--- src/rtl/bcd_convert_arbiter.sv ---
// bcd_convert_arbiter: round-robin front end for two requesters sharing one double-dabble binary-to-BCD converter
module bcd_convert_arbiter (
  input  logic        clk,
  input  logic        rst,
  input  logic        req0_valid,
  input  logic [7:0]  req0_data,
  output logic        req0_ready,
  input  logic        req1_valid,
  input  logic [7:0]  req1_data,
  output logic        req1_ready,
  output logic        rsp_valid,
  output logic [11:0] rsp_bcd,
  output logic        rsp_id,
  input  logic        rsp_ready,
  output logic        busy
);
  typedef enum logic [1:0] {IDLE, SHIFT, DONE} state_t;
  state_t state;
  logic [19:0] sr, adj;
  logic [3:0] cnt;
  logic last, id_l, g0, g1;
  always_comb begin
    g0 = req0_valid & (~req1_valid | last);
    g1 = req1_valid & (~req0_valid | ~last);
    req0_ready = ~rst & (state == IDLE) & g0;
    req1_ready = ~rst & (state == IDLE) & g1;
    adj[7:0] = sr[7:0];
    adj[11:8] = sr[11:8] >= 4'd5 ? sr[11:8] + 4'd3 : sr[11:8];
    adj[15:12] = sr[15:12] >= 4'd5 ? sr[15:12] + 4'd3 : sr[15:12];
    adj[19:16] = sr[19:16] >= 4'd5 ? sr[19:16] + 4'd3 : sr[19:16];
  end
  assign busy = state != IDLE;
  always_ff @(posedge clk) begin
    if (rst) begin
      state <= IDLE;
      sr <= '0;
      cnt <= '0;
      last <= 1'b1;
      id_l <= 1'b0;
      rsp_valid <= 1'b0;
      rsp_bcd <= '0;
      rsp_id <= 1'b0;
    end else begin
      case (state)
        IDLE: if (req0_ready | req1_ready) begin
          sr <= {12'b0, req1_ready ? req1_data : req0_data};
          cnt <= '0;
          id_l <= req1_ready;
          last <= req1_ready;
          state <= SHIFT;
        end
        SHIFT: begin
          sr <= {adj[18:0], 1'b0};
          cnt <= cnt + 4'd1;
          if (cnt == 4'd7) begin
            state <= DONE;
            rsp_valid <= 1'b1;
            rsp_bcd <= adj[18:7];
            rsp_id <= id_l;
          end
        end
        DONE: if (rsp_ready) begin
          rsp_valid <= 1'b0;
          state <= IDLE;
        end
        default: state <= IDLE;
      endcase
    end
  end
endmodule

--- config.mk ---
export PLATFORM = sky130hd
export DESIGN_NAME = bcd_convert_arbiter
export DESIGN_NICKNAME = d
export VERILOG_FILES = /design/src/rtl/bcd_convert_arbiter.sv
export SDC_FILE = /design/constraint.sdc
export NUM_CORES = 1
export LEC_CHECK = 0
export ABC_AREA = 1
export CAP_MARGIN = 20
export CORE_ASPECT_RATIO = 1.25
export CORE_MARGIN = 10
export CORE_UTILIZATION = 57
export DETAILED_ROUTE_END_ITERATION = 8
export GPL_ROUTABILITY_DRIVEN = 0
export PLACE_DENSITY_LB_ADDON = 0.15
export SLEW_MARGIN = 10
export SYNTH_ARGS = -nofsm -noshare
export SYNTH_HDL_FRONTEND = slang
export SYNTH_SLANG_ARGS = --single-unit
--- constraint.sdc ---
create_clock -name clk -period 2.65 [get_ports clk]
set_input_delay 0.53 -clock clk [delete_from_list [all_inputs] [get_ports clk]]
set_output_delay 0.53 -clock clk [all_outputs]
set_load 0.005 [all_outputs]
==> flow_metrics.env, run 1 <==
export IMPL_io_pins=38
export IMPL_crit_top_cell="clkdlybuf4s50_1"
export IMPL_status="finished, final reports clean"
export IMPL_vias=2114
export IMPL_vias_per_cell=5.07
export IMPL_synth_seq_area_share_pct=36.6
export IMPL_power_density_mw_per_mm2=472
export IMPL_ant_nets=0
export IMPL_slowest_delay_ps=520
export IMPL_ys_seq_elements=42
export IMPL_setup_slack_ps=247
export IMPL_drc=0
export IMPL_crit_family="buffers and inverters"
export IMPL_synth_most_common_cell="nand2_1"
export IMPL_clk_latency_ps=300
export IMPL_port_buffers=37
export IMPL_root_buffer="clkbuf_8"
export IMPL_initialDrtViolationCount=87
export IMPL_die_area_mm2=0.00698
export IMPL_place_area_mm2=0.00267
export IMPL_nFillCells=342
export IMPL_synth_flop_cell="dfxtp_1"
export IMPL_core_mm2=0.00385
export IMPL_whs_ps=470
export IMPL_grt_pass1_wl_um=8510
export IMPL_fin_skew_ps=10.2
export IMPL_worstSetupStartpointType="primary input"
export IMPL_synth_async_reset_ratio_pct=0
export IMPL_arrival_ps=1870
export IMPL_syn_area_mm2=0.00230
export IMPL_crit_required_ps=2120
export IMPL_maxCapViolCount=0
export IMPL_yosys_area_top_type="dfxtp_1"
export IMPL_clock_fmax_ghz=0.416
export IMPL_post_drt_wl_per_cell_um=11.8
export IMPL_h_tree_depth=2
export IMPL_post_cts_buffers=0
export IMPL_stdcell_count=417
export IMPL_synth_edf_count=0
export IMPL_postLayoutCoreUtil_pct=71.8
export IMPL_grt_pass1_vias=1986
export IMPL_rows=25
export IMPL_yosys_area_top_type_share_pct=36.6
export IMPL_wirelength_um=4910
export IMPL_crit_buf_inv=3
export IMPL_cts_made_buffers=5
export IMPL_ys_types=33
export IMPL_drive_gt1_share_pct=7.99
export IMPL_path_clk_slew_ps=80
export IMPL_start_util_pct=59.7
export IMPL_synth_commonest_cells="nand2_1 (71), dfxtp_1 (42), nand3_1 (37)"
export IMPL_relSlewSlack_pct=64.5
export IMPL_grt_ovfl_total=0
export IMPL_finalCritPeriodShare_pct=90.7
export IMPL_synth_nets=355
export IMPL_cts_resized=0
export IMPL_synth_area_per_cell_um2=7.02
export IMPL_die_w_um=76.8
export IMPL_fin_crit_ps=2400
export IMPL_hold_buffers=0
export IMPL_synthCells=327
export IMPL_crit_slowest_cell="clkdlybuf4s50_1"
export IMPL_syn_to_final_growth_pct=20.4
export IMPL_fin_tns_setup_ps=0
export IMPL_clock_sinks=42
export IMPL_dp_cells=409
export IMPL_antenna_found_initial=0
export IMPL_clock_path_buffers=2
export IMPL_post_route_cell_area_mm2=0.00276
export IMPL_cts_tree="built"
export IMPL_drv_slew=0
export IMPL_leakagePower_nw=1.21
export IMPL_totalPowerFinal_mw=1.31
export IMPL_setup_viol=0
export IMPL_grt_usage_pct=14.3
export IMPL_firstDrtPassIters=4
export IMPL_yosys_top_cells_area="dfxtp_1 (37%), nand2_1 (12%), nand3_1 (8.1%)"
export IMPL_final_hold_violation_count=0
export IMPL_worst_slew_pin_slew_ps=531
export IMPL_hpwlAfterDp_um=3590
export IMPL_grt_max_degree=30
export IMPL_diodes=0
export IMPL_preCtsSetupSlack_ps=229
export IMPL_yosysWarnings=0
export IMPL_final_nets=390
export IMPL_grt_setup_unrepaired="false"
export IMPL_critPathKind="primary input to output port"
export IMPL_crit_chain="clkdlybuf4s50_1 > inv_4 > nand2_4 > nor2_4 > clkdlybuf4s50_1"
export IMPL_ir_drop_v=0.000335
export IMPL_die_h_um=91.0
export IMPL_worst_hold_path_type="register to register"
export IMPL_critPathCaptureType="output port"
export IMPL_crit_fanout=9
[report_power, final]
part | switching [mW] | internal [mW] | leakage (nW)
Clock | 0.215 | 0.210 | 0.0482
Combinational | 0.124 | 0.0886 | 0.817
Sequential | 0.0129 | 0.654 | 0.341
[area by class of cell]
type | count | area, um^2 | area share (%)
flip-flops and latches | 42 | 841 | 30.4
clock buffers | 7 | 86.3 | 3.12
inverters | 39 | 154 | 5.57
multi-input cells | 234 | 1220 | 44.0
repair buffers | 40 | 393 | 14.2
clock inverters | 1 | 5.00 | 0.181
well taps | 54 | 67.6 | 2.44
[flip-flops by register name (all words and copies together) (netlist names)]
register	count
rsp_valid	1
sr	20
last	1
state	2
rsp_id	1
rsp_bcd	12
id_l	1
cnt	4
[worst reg2reg max path, stage by stage (launching register included)]
cell and delay [ps]:
dfxtp_1 340, inv_1 100, ha_1 180, inv_1 40
o21ai_0 300, o21ai_0 220, o21ai_0 200, inv_1 50
[per-layer routing]
metal,global-route usage [%],up-vias,share of wire [%]
li1,-,1123,-
met1,15.0,938,43
met2,26.4,47,51
met3,3.16,6,4.2
met4,6.52,0,1.9
met5,0,-,0
[kinds of logic after synthesis]
kind of cell,count (synthesis),share of synthesized area [%]
flops,42,36.6
fa+ha+maj,7,3.81
compound gates,63,15.5
mux,1,0.436
buf+inv,51,10.4
simple gates,163,33.3
[cell usage in the layout, fill, tap and decap left out, types with 7 or more instances in the layout]
| cell type | synthesis | routed |
|---|---|---|
| clkdlybuf4s50_1 | 0 | 37 |
| nor2_1 | 33 | 33 |
| nand3_1 | 37 | 37 |
| o21bai_1 | 7 | 7 |
| dfxtp_1 | 42 | 42 |
| inv_1 | 35 | 35 |
| nand2_1 | 71 | 71 |
| a21oi_1 | 25 | 25 |
| o21ai_0 | 21 | 21 |
| ha_1 | 7 | 7 |
[final timing paths]
path	from	end	depth (start not counted)	slack, ps
hold / removal	sr[7]	sr[8]	2	470
setup / recovery	rst	req0_ready	5	250
setup reg to reg	sr[12]	rsp_bcd[8]	7	1110
hold reg to reg	sr[7]	sr[8]	2	470
(Power assumes the default switching activity.)
==> run 2, diff against run 1 <==
--- a/config.mk
+++ b/config.mk
@@ -6,7 +6,6 @@
 export NUM_CORES = 1
 export LEC_CHECK = 0
 export ABC_AREA = 1
-export CAP_MARGIN = 20
 export CORE_ASPECT_RATIO = 1.25
 export CORE_MARGIN = 10
 export CORE_UTILIZATION = 57
==> results of run 2 <==
Same layout as run 1: the final DEF is identical, and so are final timing and power.
